File: src/rtl/dmem_arb_pkg.sv
// Shared types and constants for the data-memory arbiter.
package dmem_arb_pkg;

   typedef enum logic [1:0] {IDLE, ISSUE, WAIT, RESP} arb_state_t;

   localparam int unsigned REQ_CORE   = 0;
   localparam int unsigned REQ_STACK  = 1;
   localparam int unsigned RD_LAT_MAX = 4;
   localparam int unsigned CNT_W      = $clog2(RD_LAT_MAX);

endpackage

File: src/rtl/dmem_arb_pick.sv
// Combinational winner selection; DMEM_ARB_RR_EN switches ties from fixed priority to round-robin.
module dmem_arb_pick
   import dmem_arb_pkg::*;
(
   input  logic [1:0] req_i,
`ifdef DMEM_ARB_RR_EN
   input  logic       last_i,
`endif
   output logic       winner_o,
   output logic       valid_o
);

   always_comb begin
      valid_o  = |req_i;
      winner_o = req_i[REQ_CORE] ? 1'b0 : 1'b1;
`ifdef DMEM_ARB_RR_EN
      // On a tie the requester that was not served last goes next.
      if (req_i[REQ_CORE] && req_i[REQ_STACK]) winner_o = ~last_i;
`endif
   end

endmodule

File: src/rtl/dmem_arbiter.sv
// Single-outstanding arbiter for the data memory (core load/store vs. stack push/pop).
// Build with DMEM_ARB_RR_EN defined for round-robin ties; otherwise requester 0 has priority.
module dmem_arbiter
   import dmem_arb_pkg::*;
#(
   parameter int unsigned ADDR_W = 32,
   parameter int unsigned DATA_W = 32,
   parameter int unsigned RD_LAT = 1
) (
   input  logic              clk,
   input  logic              rst,
   input  logic [1:0]        req,
   input  logic [1:0]        we,
   input  logic [ADDR_W-1:0] addr0,
   input  logic [ADDR_W-1:0] addr1,
   input  logic [DATA_W-1:0] wdata0,
   input  logic [DATA_W-1:0] wdata1,
   output logic [1:0]        gnt,
   output logic [1:0]        rvalid,
   output logic [DATA_W-1:0] rdata,
   output logic [ADDR_W-1:0] mem_addr,
   output logic [DATA_W-1:0] mem_wdata,
   output logic              mem_read,
   output logic              mem_write,
   input  logic [DATA_W-1:0] mem_rdata,
   output logic              busy
);

   if (RD_LAT < 1 || RD_LAT > RD_LAT_MAX) begin : g_lat_chk
      $error("dmem_arbiter: RD_LAT must be within 1..RD_LAT_MAX");
   end

   localparam logic [CNT_W-1:0] CntLoad = CNT_W'(RD_LAT - 1);

   arb_state_t        state_q;
   logic [CNT_W-1:0]  cnt_q;
   logic              idx_q;
   logic              cmd_we_q;
   logic [1:0]        gnt_q;
   logic [1:0]        rvalid_q;
   logic              mem_read_q;
   logic              mem_write_q;
   logic              busy_q;
   logic [DATA_W-1:0] rdata_q;
   logic [ADDR_W-1:0] mem_addr_q;
   logic [DATA_W-1:0] mem_wdata_q;
   logic              pick_winner;
   logic              pick_valid;
`ifdef DMEM_ARB_RR_EN
   logic              last_q;
`endif

   dmem_arb_pick u_pick (
      .req_i    (req),
`ifdef DMEM_ARB_RR_EN
      .last_i   (last_q),
`endif
      .winner_o (pick_winner),
      .valid_o  (pick_valid)
   );

   // mem_addr_q/mem_wdata_q double as the command address/data registers.
   always_ff @(posedge clk or negedge rst) begin
      if (!rst) begin
         state_q     <= IDLE;
         cnt_q       <= '0;
         idx_q       <= 1'b0;
         cmd_we_q    <= 1'b0;
         gnt_q       <= '0;
         rvalid_q    <= '0;
         mem_read_q  <= 1'b0;
         mem_write_q <= 1'b0;
         busy_q      <= 1'b0;
         rdata_q     <= '0;
         mem_addr_q  <= '0;
         mem_wdata_q <= '0;
`ifdef DMEM_ARB_RR_EN
         last_q      <= 1'b1;
`endif
      end else begin
         gnt_q       <= '0;
         rvalid_q    <= '0;
         mem_read_q  <= 1'b0;
         mem_write_q <= 1'b0;
         unique case (state_q)
            IDLE: begin
               if (pick_valid) begin
                  idx_q       <= pick_winner;
                  cmd_we_q    <= we[pick_winner];
                  mem_addr_q  <= pick_winner ? addr1 : addr0;
                  mem_wdata_q <= pick_winner ? wdata1 : wdata0;
                  gnt_q       <= pick_winner ? 2'b10 : 2'b01;
                  mem_write_q <= we[pick_winner];
                  mem_read_q  <= ~we[pick_winner];
                  busy_q      <= 1'b1;
                  state_q     <= ISSUE;
`ifdef DMEM_ARB_RR_EN
                  last_q      <= pick_winner;
`endif
               end
            end
            ISSUE: begin
               if (cmd_we_q) begin
                  busy_q  <= 1'b0;
                  state_q <= IDLE;
               end else begin
                  cnt_q   <= CntLoad;
                  state_q <= WAIT;
               end
            end
            WAIT: begin
               if (cnt_q == '0) begin
                  rdata_q  <= mem_rdata;
                  rvalid_q <= idx_q ? 2'b10 : 2'b01;
                  state_q  <= RESP;
               end else begin
                  cnt_q <= cnt_q - CNT_W'(1);
               end
            end
            RESP: begin
               busy_q  <= 1'b0;
               state_q <= IDLE;
            end
            default: state_q <= IDLE;
         endcase
      end
   end

   assign gnt       = gnt_q;
   assign rvalid    = rvalid_q;
   assign rdata     = rdata_q;
   assign mem_addr  = mem_addr_q;
   assign mem_wdata = mem_wdata_q;
   assign mem_read  = mem_read_q;
   assign mem_write = mem_write_q;
   assign busy      = busy_q;

endmodule

File: config.mk
export PLATFORM = sky130hd
export DESIGN_NAME = dmem_arbiter
export DESIGN_NICKNAME = d
export VERILOG_FILES = /design/src/rtl/dmem_arb_pkg.sv /design/src/rtl/dmem_arb_pick.sv /design/src/rtl/dmem_arbiter.sv
export SDC_FILE = /design/constraint.sdc
export NUM_CORES = 1
export LEC_CHECK = 0
export CAP_MARGIN = 0
export CORE_UTILIZATION = 28
export CTS_CLUSTER_SIZE = 8
export DETAILED_ROUTE_END_ITERATION = 16
export PLACE_DENSITY = 0.62
export SYNTH_ARGS = -nofsm -noshare
export SYNTH_HDL_FRONTEND = slang
export SYNTH_SLANG_ARGS = --single-unit
File: constraint.sdc
create_clock -name clk -period 4.05 [get_ports clk]
set_input_delay 0.6075 -clock clk [delete_from_list [all_inputs] [get_ports clk]]
set_output_delay 0.6075 -clock clk [all_outputs]
set_load 0.02 [all_outputs]
* After elaboration in Yosys (flattened, before gate mapping)
Index checks and enable logic that the tools add are counted.
Cells by class: add/sub/neg operators 1, magnitude comparators 1, equality and inequality tests 8, multiplexer cells 25, bitwise operators 1, reductions and logical operators 10
Operators by type and width (count):
- 32-bit two-way mux | 2
- 2-bit two-way mux | 11
- 2-bit != test, second input constant | 5
- 1-bit two-way mux | 9
- 2-bit case mux with 4 select lines | 1
- 2-bit AND reduction | 3
- 3-bit AND reduction | 2
- 2-bit equality test, second input constant | 2
- 2-bit logical NOT | 2
- 2-bit case mux with 2 select lines | 1
- 1-bit case mux with 3 select lines | 1
- 3-bit nonzero test | 1
- 2-bit by 1-bit equality test with 1-bit output, second input constant | 1
- 1-bit by 2-bit < comparator with 1-bit output, second input constant | 1
- 2-bit nonzero test | 1
- 2-bit OR reduction | 1
- 2-bit by 1-bit subtractor with 2-bit output, second input constant | 1
- 1-bit inverter | 1
Word-level totals: flip-flop bits (word level) 109, input bits 166, output and inout port bits 103, word-level logic and storage cells 58

* Logic depth before layout (Yosys ltp)
depth in word-level cells 6, depth in mapped cells 5, mapped depth without buffers 5

* By module
Synthesis repeated with hierarchy kept, for this count alone.
Unflattened totals: cell total of the unflattened synthesis 394, area, all modules 4732.0 um^2
By module, submodules not included:
- dmem_arbiter | instances 1, cells each 392, area each 4722.0 um^2
- dmem_arb_pick | instances 1, cells each 2, area each 10.0 um^2

* Worst setup path after synthesis
Ideal clock, no wire load.
path type input port to flip-flop, start point input req[0], end point register mem_addr_q[29] (netlist: mem_addr[29]), setup time 0.125 ns, arrival 1.639 ns, path slack 2.286 ns, stages on the path 4, path through buf_6 -> clkbuf_1 -> mux2_2 -> mux2_2
On the way: longest elaborated chain between the ends 2, elaborated cells between the ends (all ways) 3, those cells by class mux (1); reduce/logical (2)
Ends and longest elaborated chain:
- from (decl) | line dmem_arbiter.sv:12 | input logic [1:0] req,
- 2-bit OR reduction | line dmem_arb_pick.sv:14 | valid_o = |req_i;
- 2-bit AND reduction (no line)
- to (signal assigned) | line dmem_arbiter.sv:90 | mem_addr_q <= pick_winner ? addr1 : addr0;
- to (decl) | line dmem_arbiter.sv:45 | logic [ADDR_W-1:0] mem_addr_q;
Several ways; a longest one is shown, not always the timed one. A chain may end at the register's enable or synchronous reset.

* Worst setup path after layout
start point input req[1], end point register mem_addr_q[24] (netlist: mem_addr[24])
On the way: longest elaborated chain between the ends 2
Ends and longest elaborated chain (line):
- 2-bit OR reduction | dmem_arb_pick.sv:14
- 2-bit AND reduction (no line)
Every way passes these cells.

==> out/results.md <==
| Step | Quantity | Value |
| --- | --- | --- |
| synth | Number of cells produced by synthesis | 322 |
| detailed routing | Detailed router's first-iteration violation count | 79 |
| worst hold path | Worst hold path type | input port to asynchronous set/reset pin |
| detailed routing | Total routed wirelength | 12.87 mm |
| synth | Largest cells by area after synthesis | dfrtp_1, mux2_2, mux2_4, buf_6, mux2_1 |
| synth | Share of the synthesized area in the top cell type | 54.11% |
| sta | Clock skew | 4.810 ps |
| cts | Post-cts resize count | 0 |
| cts | Library cell used as clock root buffer | clkbuf_16 |
| detailed routing | Detail-routed net length per standard cell | 15.76 um |
| sta | Share of the cycle needed by the critical path after routing | 57.12% |
| finish | Final design instance area without fill | 8222 um^2 |
| finish | Share of layout cells above drive strength 1 | 30.74% |
| run status | Result of the run | finished clean |
| sta | Final setup fails | 0 |
| grt | Maximum number of pins on one net before global-route repair | 59 |
| detailed routing | Final routed DRC violation total | 0 |
| floorplan | Chip Height | 136.2 um |
| floorplan | Horizontal die dimension | 136.2 um |
| job | Number of maximum-capacitance constraint violations | 0 |
| cts | Hold-fix buffers, CTS | 0 |
| finish | Layout Area Growth over Synthesis | 63.09% |
| floorplan | Number of core rows | 48 |
| cts | TritonCTS buffer count | 9 |
| worst setup path | Gate family responsible for the most delay along the worst path | buffers and inverters |
| detailed routing | Detailed-route via count | 3,507 |
| sta | Min Tclk post-route | 2313 ps |
| power | Peak supply drop | 0.0003504 V |
| cts | Count of clock tree sinks | 109 |
| sta | Fmax | 432.3 MHz |
| power | PnR Total Power | 6.001 mW |
| floorplan | Number of top-level pins | 269 |
| grt | Global-route track usage on met3 | 3.579% |
| sta | Worst hold-check slack | 287.6 ps |
| synth | Mapped Area | 5041 um^2 |
| sta | Unrepaired setup endpoints after global routing | false |
| worst setup path | Crit path DAT | 2540 ps |
| grt | Met1 layer usage reported by global route | 16.24% |
| sta | Transition time at the pin with the least slew margin | 795.3 ps |
| sta | Total Negative Setup Slacks | 0 ps |
| worst setup path | Startpoint class of the critical path | input port |
| detailed routing | Routed Antenna Nets | 0 |
| worst setup path | CP Data Required Time | 4270 ps |
| grt | Global Route Usage Sum | 13.95% |
| placed design | Count of buffers inserted at the top-level ports | 268 |
| worst setup path | Critical Path Fanout Max | 43 |
| synth | Post-Synthesis Net Count | 489 |
| grt | Global-route wire length before repair | 19.93 mm |
| power | Total power density per cell area | 729.9 nW/um^2 |
| cts | H-Tree Depth | 3 |
| placed design | Cell area reported after detailed placement | 7900 um^2 |
| worst setup path | Critical-path cell list | clkdlybuf4s50_1, o21a_4, buf_4, mux2_2 |
| worst setup path | CP Class | input port to register |
| cts | Setup fix buffers added after clock tree synthesis | 0 |
| synth | Warnings, synthesis | 0 |
| floorplan | Effective utilization at floorplan | 28.94% |
| placed design | Final GP Congestion | 0.7258 |
| floorplan | Area enclosed by the die boundary | 18,550 um^2 |
| synth | Flip-flop and latch count after synthesis | 109 |
| worst setup path | CP endpoint kind | register |
| grt | Number of global-route vias before repair | 3,836 |
| placed design | Hpwl dp | 9.610 mm |
| finish | Number of antenna repair diodes | 0 |
| grt | Number of antenna violations at the first check in global routing | 0 |
| grt | Sum of overflow across all layers after global routing | 0 |
| synth | Cell taking the most area after synthesis | dfrtp_1 |
| synth | Count of cell types in the netlist | 23 |
| power | Static leakage | 3.408 nW |
| synth | Mapped Avg Cell Area | 15.66 um^2 |
| finish | Final-stage net count | 754 |
| cts | Insertion delay to the later sink of the worst-skew pair | 340 ps |
| worst setup path | Cell at the slowest stage of the critical path | o21a_4 |
| synth | Sequential element share of the synthesized area | 54.11% |
| worst setup path | Critical path's largest stage delay | 610 ps |
| sta | Slew headroom | 46.79% |
| cts | CTS tree | built |
| floorplan | Std-Cell Core Area | 17,420 um^2 |
| detailed routing | 1st-pass router iterations | 4 |
| sta | Max-slew violation count | 0 |
| worst setup path | Buffer and inverter count on the worst path | 2 |
| cts | Clock tree buffer depth | 2 |
| grt | Met2 Use GR | 24.62% |
| cts | Clk pin slew, worst setup/hold paths | 70 ps |
| sta | Final hold violations | 0 |
| grt | Global-route layer with the greatest usage | met2 |
| detailed routing | Average vias per placed instance | 4.293 |
==> state kept, by name, indices dropped and copies added, names as in the netlist, 2 cells and up, named ones only <==
name       count
rvalid         2
gnt            2
cnt_q          2
mem_wdata     32
mem_addr      32
rdata         32
==> cell usage in the layout, fill, tap and decap left out, drive strengths merged, types with 3 or more instances in the layout <==
| master | count |
|---|---|
| nand2 | 5 |
| inv | 6 |
| dfrtp | 109 |
| clkinv | 3 |
| nor2b | 3 |
| clkbuf | 9 |
| o21ai | 4 |
| mux2 | 160 |
| nor2 | 9 |
| clkdlybuf4s50 | 266 |
| buf | 6 |
==> kinds of logic after synthesis <==
logic type      after synthesis  synth area share (%)
flops                       109                 54.11
buf+inv                      22                 3.276
simple gates                 19                 1.812
fa+ha+maj                     1                0.2482
mux                         162                 39.41
compound gates                9                 1.142
==> power by group <==
part	total (mW)	switching, mW	internal [mW]
sequential	1.92	0.295	1.63
clock	0.948	0.402	0.546
combinational	3.13	1.36	1.76
==> final cells by class <==
type                    count  area [um^2]
well taps                 225        281.5
repair buffers            272         2720
clock buffers               9        225.2
fillers                  1547         9195
inverters                   4        15.01
multi-input cells         191         2156
clock inverters             7        96.34
flip-flops and latches    109         2728
==> layer usage <==
metal | vias to the layer above | wire length, um
met5 | - | 0
met4 | 0 | 148
met3 | 12 | 1075
met2 | 141 | 6577
met1 | 1685 | 5072
li1 | 1669 | -
==> cell usage after synthesis, drive strengths merged <==
master and number:
a21o 1, a21oi 1, a221oi 2, and2 2, buf 14, clkbuf 4
dfrtp 109, ha 1, inv 4, mux2 160, mux2i 2, nand2 5
nor2 9, nor2b 3, o21a 1, o21ai 4
==> worst paths after layout <==
check	startpoint	endpoint	slack, ps	cells after the start
max	req[1]	mem_addr[24]	1740	4
min	rst	mem_addr[17]	290	1
max reg2reg	state_q[0]	mem_addr[24]	1840	4
min reg2reg	idx_q	rvalid[0]	430	1
max in group asynchronous	rst	mem_wdata[5]	2990	2
min in group clk	idx_q	rvalid[0]	430	1
==> through the flow <==
stage	instances	util [%]	setup WS, ps
floorplan	322	-	2286
global placement	801	45.36	1412
detailed placement	801	45.36	1362
CTS	817	47.21	1744
global route	817	47.21	1651
finish	817	47.21	1737
Note: power is estimated with default switching activity, not from simulation.
